### src/rtl/mbist_pkg.sv
// rtl/mbist_pkg.sv - March C- element tables and FSM state type for the MBIST sequencer
package mbist_pkg;

    typedef enum logic [2:0] {
        ST_IDLE  = 3'd0,
        ST_RD    = 3'd1,
        ST_WR    = 3'd2,
        ST_DRAIN = 3'd3,
        ST_DONE  = 3'd4
    } state_t;

    localparam int NUM_ELEM = 6;

    // Bit i describes March element i: E0 up w0, E1 up r0w1, E2 up r1w0,
    // E3 down r0w1, E4 down r1w0, E5 up r0.
    localparam logic [NUM_ELEM-1:0] ELEM_UP    = 6'b100111;
    localparam logic [NUM_ELEM-1:0] ELEM_READ  = 6'b111110;
    localparam logic [NUM_ELEM-1:0] ELEM_WRITE = 6'b011111;
    localparam logic [NUM_ELEM-1:0] ELEM_REXP  = 6'b010100;
    localparam logic [NUM_ELEM-1:0] ELEM_WBIT  = 6'b001010;

    function automatic logic elem_up(input logic [2:0] e);
        return ELEM_UP[e];
    endfunction

    function automatic logic elem_has_read(input logic [2:0] e);
        return ELEM_READ[e];
    endfunction

    function automatic logic elem_has_write(input logic [2:0] e);
        return ELEM_WRITE[e];
    endfunction

    function automatic logic elem_rexp(input logic [2:0] e);
        return ELEM_REXP[e];
    endfunction

    function automatic logic elem_wbit(input logic [2:0] e);
        return ELEM_WBIT[e];
    endfunction

endpackage

### src/rtl/mbist_addr_cnt.sv
// rtl/mbist_addr_cnt.sv - up/down address counter with terminal-address carry
module mbist_addr_cnt #(
    parameter int AW = 4
) (
    input  logic          clk,
    input  logic          rst,
    input  logic          load_up,
    input  logic          load_down,
    input  logic          en,
    input  logic          up_down,
    output logic [AW-1:0] cnt,
    output logic          carry
);

    logic [AW-1:0] cnt_q, cnt_d;

    always_comb begin
        cnt_d = cnt_q;
        if (load_up)
            cnt_d = '0;
        else if (load_down)
            cnt_d = '1;
        else if (en)
            cnt_d = up_down ? cnt_q + 1'b1 : cnt_q - 1'b1;
    end

    always_ff @(posedge clk or posedge rst) begin
        if (rst)
            cnt_q <= '0;
        else
            cnt_q <= cnt_d;
    end

    assign cnt   = cnt_q;
    assign carry = up_down ? (&cnt_q) : ~(|cnt_q);

endmodule

### src/rtl/mbist_march_ctrl.sv
// rtl/mbist_march_ctrl.sv - March C- BIST sequencer with read compare and first-fail capture
module mbist_march_ctrl
    import mbist_pkg::*;
#(
    parameter int AW = 4,
    parameter int DW = 8
) (
    input  logic          clk,
    input  logic          rst,
    input  logic          start,
    output logic [AW-1:0] mem_addr,
    output logic          mem_we,
    output logic          mem_re,
    output logic [DW-1:0] mem_wdata,
    input  logic [DW-1:0] mem_rdata,
    output logic          busy,
    output logic          done,
    output logic          fail,
    output logic [AW-1:0] fail_addr,
    output logic [2:0]    fail_elem
);

    state_t        state_q, state_d;
    logic [2:0]    elem_q, elem_d;
    logic [2:0]    elem_nxt;
    logic          load_up, load_down, cnt_en;
    logic [AW-1:0] cnt;
    logic          carry;
    logic          start_ok;

    logic          cmp_valid_q, cmp_exp_q;
    logic [AW-1:0] cmp_addr_q;
    logic [2:0]    cmp_elem_q;
    logic          mismatch;
    logic          fail_q, fail_d;
    logic [AW-1:0] fail_addr_q, fail_addr_d;
    logic [2:0]    fail_elem_q, fail_elem_d;

    mbist_addr_cnt #(.AW(AW)) u_cnt (
        .clk       (clk),
        .rst       (rst),
        .load_up   (load_up),
        .load_down (load_down),
        .en        (cnt_en),
        .up_down   (elem_up(elem_q)),
        .cnt       (cnt),
        .carry     (carry)
    );

    assign elem_nxt = elem_q + 3'd1;
    assign start_ok = start && (state_q == ST_IDLE || state_q == ST_DONE);

    always_ff @(posedge clk or posedge rst) begin
        if (rst) begin
            state_q <= ST_IDLE;
            elem_q  <= '0;
        end else begin
            state_q <= state_d;
            elem_q  <= elem_d;
        end
    end

    always_comb begin
        state_d   = state_q;
        elem_d    = elem_q;
        load_up   = 1'b0;
        load_down = 1'b0;
        cnt_en    = 1'b0;
        case (state_q)
            ST_IDLE, ST_DONE: begin
                if (start) begin
                    state_d = ST_WR;
                    elem_d  = '0;
                    load_up = 1'b1;
                end
            end
            ST_WR: begin
                // Carry on the write closes the element; the next one starts with no gap.
                if (carry) begin
                    elem_d    = elem_nxt;
                    load_up   = elem_up(elem_nxt);
                    load_down = ~elem_up(elem_nxt);
                    state_d   = elem_has_read(elem_nxt) ? ST_RD : ST_WR;
                end else begin
                    cnt_en  = 1'b1;
                    state_d = elem_has_read(elem_q) ? ST_RD : ST_WR;
                end
            end
            ST_RD: begin
                if (elem_has_write(elem_q))
                    state_d = ST_WR;
                else if (carry)
                    state_d = ST_DRAIN;
                else
                    cnt_en = 1'b1;
            end
            ST_DRAIN: state_d = ST_DONE;
            default:  state_d = ST_IDLE;
        endcase
    end

    always_comb begin
        mem_addr  = cnt;
        mem_we    = (state_q == ST_WR);
        mem_re    = (state_q == ST_RD);
        mem_wdata = mem_we ? {DW{elem_wbit(elem_q)}} : '0;
        busy      = (state_q == ST_RD) || (state_q == ST_WR) || (state_q == ST_DRAIN);
        done      = (state_q == ST_DONE);
    end

    assign mismatch = cmp_valid_q && (mem_rdata != {DW{cmp_exp_q}});

    always_comb begin
        fail_d      = fail_q;
        fail_addr_d = fail_addr_q;
        fail_elem_d = fail_elem_q;
        if (start_ok) begin
            fail_d      = 1'b0;
            fail_addr_d = '0;
            fail_elem_d = '0;
        end else if (mismatch) begin
            fail_d = 1'b1;
            if (!fail_q) begin
                fail_addr_d = cmp_addr_q;
                fail_elem_d = cmp_elem_q;
            end
        end
    end

    always_ff @(posedge clk or posedge rst) begin
        if (rst) begin
            cmp_valid_q <= 1'b0;
            cmp_exp_q   <= 1'b0;
            cmp_addr_q  <= '0;
            cmp_elem_q  <= '0;
            fail_q      <= 1'b0;
            fail_addr_q <= '0;
            fail_elem_q <= '0;
        end else begin
            cmp_valid_q <= (state_q == ST_RD);
            cmp_exp_q   <= elem_rexp(elem_q);
            cmp_addr_q  <= cnt;
            cmp_elem_q  <= elem_q;
            fail_q      <= fail_d;
            fail_addr_q <= fail_addr_d;
            fail_elem_q <= fail_elem_d;
        end
    end

    assign fail      = fail_q;
    assign fail_addr = fail_addr_q;
    assign fail_elem = fail_elem_q;

endmodule
### config.mk
export PLATFORM = sky130hd
export DESIGN_NAME = mbist_march_ctrl
export DESIGN_NICKNAME = d
export VERILOG_FILES = /design/src/rtl/mbist_pkg.sv /design/src/rtl/mbist_addr_cnt.sv /design/src/rtl/mbist_march_ctrl.sv
export SDC_FILE = /design/constraint.sdc
export NUM_CORES = 1
export LEC_CHECK = 0
export ABC_AREA = 0
export BUFFER_PORTS_ARGS = -buffer_cell sky130_fd_sc_hd__buf_2
export CAP_MARGIN = 5
export CORE_MARGIN = 5
export CORE_UTILIZATION = 52
export DETAILED_ROUTE_END_ITERATION = 16
export GPL_TIMING_DRIVEN = 0
export PLACE_DENSITY = 0.78
export SLEW_MARGIN = 10
export SYNTH_ARGS = -nofsm -noshare
export SYNTH_HDL_FRONTEND = slang
export SYNTH_HIERARCHICAL = 1
export SYNTH_SLANG_ARGS = --single-unit
### constraint.sdc
create_clock -name clk -period 3 [get_ports clk]
set_input_delay 0.15 -clock clk [delete_from_list [all_inputs] [get_ports clk]]
set_output_delay 0.15 -clock clk [all_outputs]
set_load 0.02 [all_outputs]
==> summary.txt <==
Route
  • DR pass1 iterations: 4
  • DRC: 0
  • DRT iter0 DRCs: between 40 and 50
  • Final antenna-violating net count: 0
  • DR vias/cell: ~5.5
  • DR vias: between 1k and 1.5k
  • Routed len/inst: roughly 14 um
  • Routed wire length: a little over 3 mm

Synth
  • Post-synthesis xor/xnor area fraction: 0.0120
  • Syn avg cell area: just over 10 um2
  • Most frequent cell after synthesis: dfrtp_1
  • Syn_nets: ~170
  • Synth warn: 6
  • Synthesized netlist cell count: 145
  • Async set-reset flop share out of synthesis: 1.00
  • Post-synthesis compound-gate area fraction: 0.157
  • Top cell type's share of synthesized area: 0.462
  • Number of flops mapped to enable cells by yosys: 0
  • Synth unique cells: 40
  • Dominant synthesized flop cell: dfrtp_1
  • Yosys top cell by area: dfrtp_1
  • Post-synthesis sequential area ratio: 0.462
  • Seq cells post-synth: 27
  • Multiplexer share of the synthesized area: 0.0154
  • Top cells by count, synth: 27 x dfrtp_1, 19 x nand3_1, 10 x nor2_1, 9 x o21ai_0
  • Combinational family with the most area after synthesis: simple AND/OR/NAND/NOR gates
  • Simple-Gate Fraction of Synth Area: 0.203
  • Mapped Area: approximately 0.0015 mm2
  • Post-synthesis adder-cell area fraction: 0.0821
  • Synth area leaders: dfrtp_1 46%, ha_1 6.8%, nand3_1 6.5%

Global route
  • Grt total ovfl: 0
  • Largest net degree at the start of global routing: 24
  • First-pass GRT wire length: approximately 5.3 mm
  • Total track usage: 0.162
  • Initial antenna violation count: 0
  • Vias in the first global route: roughly 1.2k

Final layout
  • Fin cells: about 220
  • Ant diodes: 0
  • Finished Core Util: 0.626
  • Multi-input logic area: slightly below 700 um2
  • Final nets: just over 200
  • Register area: roughly 680 um2
  • Synth-to-layout area growth: 17.0%
  • Share of cells above drive strength 1: 0.310
  • Fillers: around 230

Critical path
  • CP Max Fanout: 9
  • Worst path required time: about 3300 ps
  • Setup CP Type: reg2reg
  • Worst path cell trace: ha_1 > o21ai_0 > or4_1 > o21ai_1 > clkbuf_2 > and3_1 > and4b_1 > o2bb2ai_1 > and4_1
  • CP arrival: 3000 ps
  • Worst path top cell family by delay: simple AND/OR/NAND/NOR gates
  • Endpoint type of the worst setup path: flop
  • Worst path buffer plus inverter count: 1
  • Startpoint type of the worst setup path: flop
  • CP max stage cell: dfrtp_1
  • Critical path's largest stage delay: 520 ps

Placement
  • Placed Cells: 210
  • Routability cong.: roughly 0.79
  • Pre-CTS WS: between 90 and 100 ps
  • Port Buffers: 34
  • DP HPWL: 2.44 mm

Die
  • Die Span X: approximately 63 um
  • # IOs: 35
  • Die Area: 0.00397 mm2
  • Core area: 0.00273 mm2
  • Die height: between 60 and 70 um
  • Floorplan row count: 19
  • Starting Density: 0.535

CTS
  • Clk slew on worst S/H paths: between 100 and 150 ps
  • CTS buffer count: 3
  • Skew-Pair Late Insertion Delay: 310 ps
  • Root buffer cell: clkbuf_4
  • Clock net sink count: 27
  • H-tree Lvls: 1
  • CTS Buffer Depth: 2
  • TritonCTS clock tree: done

STA
  • Hold WS: 30.5 ps
  • Post-layout min period: about 2700 ps
  • Setup TNS Final: 0 ps
  • # setup viols final: 0
  • RSZ-0062 raised after global routing: false
  • Period utilization: 0.913
  • Worst rel slew slack: 0.443
  • Worst setup margin: around 260 ps
  • Worst Tran Pin Value: roughly 830 ps
  • Slew Limit Fails: 0
  • Max Fclk: 365 MHz
  • Layout Skew: 2.17 ps
  • Final Hold Fails: 0

Min path
  • Worst Hold Class: in2reg

Power
  • Power Density: ~560 mW/mm2
  • Leak Pwr: about 0.92 nW
  • Peak VDD IR: ~0.42 mV

Status
  • Status: finished, final reports clean

Job
  • Maxcap violations: 0
## metrics by stage
step	power, mW	cell area, um2
6_report	0.958	1710
5_1_grt	1.02	1710
4_1_cts	0.960	1710
3_5_place_dp	0.816	1670
3_3_place_gp	0.797	1670
2_1_floorplan	0.711	1460
## cells in the final DEF (no fill, tap or decap), types with 2 or more instances in the layout
master / netlist / layout
a211oi_1: 2 / 2
a21boi_1: 7 / 7
a21oi_1: 5 / 4
buf_2: 0 / 34
buf_4: 8 / 8
clkbuf_4: 0 / 3
dfrtp_1: 27 / 27
ha_1: 8 / 8
inv_1: 7 / 7
mux2_2: 2 / 2
nand2_1: 6 / 6
nand3_1: 19 / 19
nor2_1: 10 / 10
nor2b_1: 2 / 2
nor3_1: 4 / 4
o21ai_0: 9 / 9
o21ai_1: 3 / 3
xor2_1: 2 / 2
## where the power goes
group | leakage [nW] | switching [mW] | internal, mW
combinational | 0.539 | 0.204 | 0.134
sequential | 0.366 | 0.0569 | 0.416
clock | 0.0150 | 0.0957 | 0.0518
## layer usage
layer / up-vias / routed length (um) / track usage
met4: 0 / 0 / 0.0557
met1: 569 / 1250 / 0.185
met2: 28 / 1680 / 0.301
met5: - / 0 / 0
met3: 0 / 117 / 0.0216
li1: 591 / - / -
## flip-flops by register name (all words and copies together) (netlist names)
name         cells
u_cnt/cnt        4
fail             1
elem_q           3
fail_elem        3
state_q          3
fail_addr        4
cmp_addr_q       4
cmp_valid_q      1
cmp_exp_q        1
cmp_elem_q       3
## cells by family (layout without fill, tap and decap cells)
family          count (synthesis)  in the layout
compound gates                 34             34
buf+inv                        17             56
fa+ha+maj                       9              9
flops                          27             27
mux                             2              2
xor+xnor                        2              2
simple gates                   54             54
## worst paths after layout
| path | to | startpoint | slack [ps] | cells after the start |
|---|---|---|---|---|
| setup / recovery | u_cnt/cnt[3]$_DFFE_PP0P_ | elem_q[0]$_DFFE_PP0P_ | 260 | 9 |
| hold / removal | fail$_DFFE_PP0P_ | start | 30 | 2 |
| setup reg to reg | u_cnt/cnt[3]$_DFFE_PP0P_ | elem_q[0]$_DFFE_PP0P_ | 260 | 9 |
| hold reg to reg | cmp_addr_q[2]$_DFF_PP0_ | u_cnt/cnt[2]$_DFFE_PP0P_ | 500 | 0 |
| max in group asynchronous | fail_addr[0]$_DFFE_PP0P_ | rst | 1950 | 3 |
| min in group asynchronous | u_cnt/cnt[0]$_DFFE_PP0P_ | rst | 250 | 3 |
## worst register-to-register path, stage by stage, from the launching register on
cell and delay, ps:
dfrtp_1 520, ha_1 190, o21ai_0 250, or4_1 480
o21ai_1 140, clkbuf_2 230, and3_1 330, and4b_1 240
o2bb2ai_1 130, and4_1 180
## cell type report
cell class / count / share of cell area
clock buffer: 4 / 0.0154
tap: 31 / 0.0227
buffer: 9 / 0.0380
multi-input combinational: 101 / 0.404
timing repair buffer: 35 / 0.105
sequential: 27 / 0.395
inverter: 8 / 0.0205
## repair_timing
action | 4_1_cts | 5_1_grt
endpoints found under the setup margin | 0 | 3
resized for setup | 0 | 1
endpoints found under the hold margin | 4 | 0
setup buffers | 0 | 0
hold buffers | 1 | 0
No activity file was read; power rests on OpenSTA's default activity.
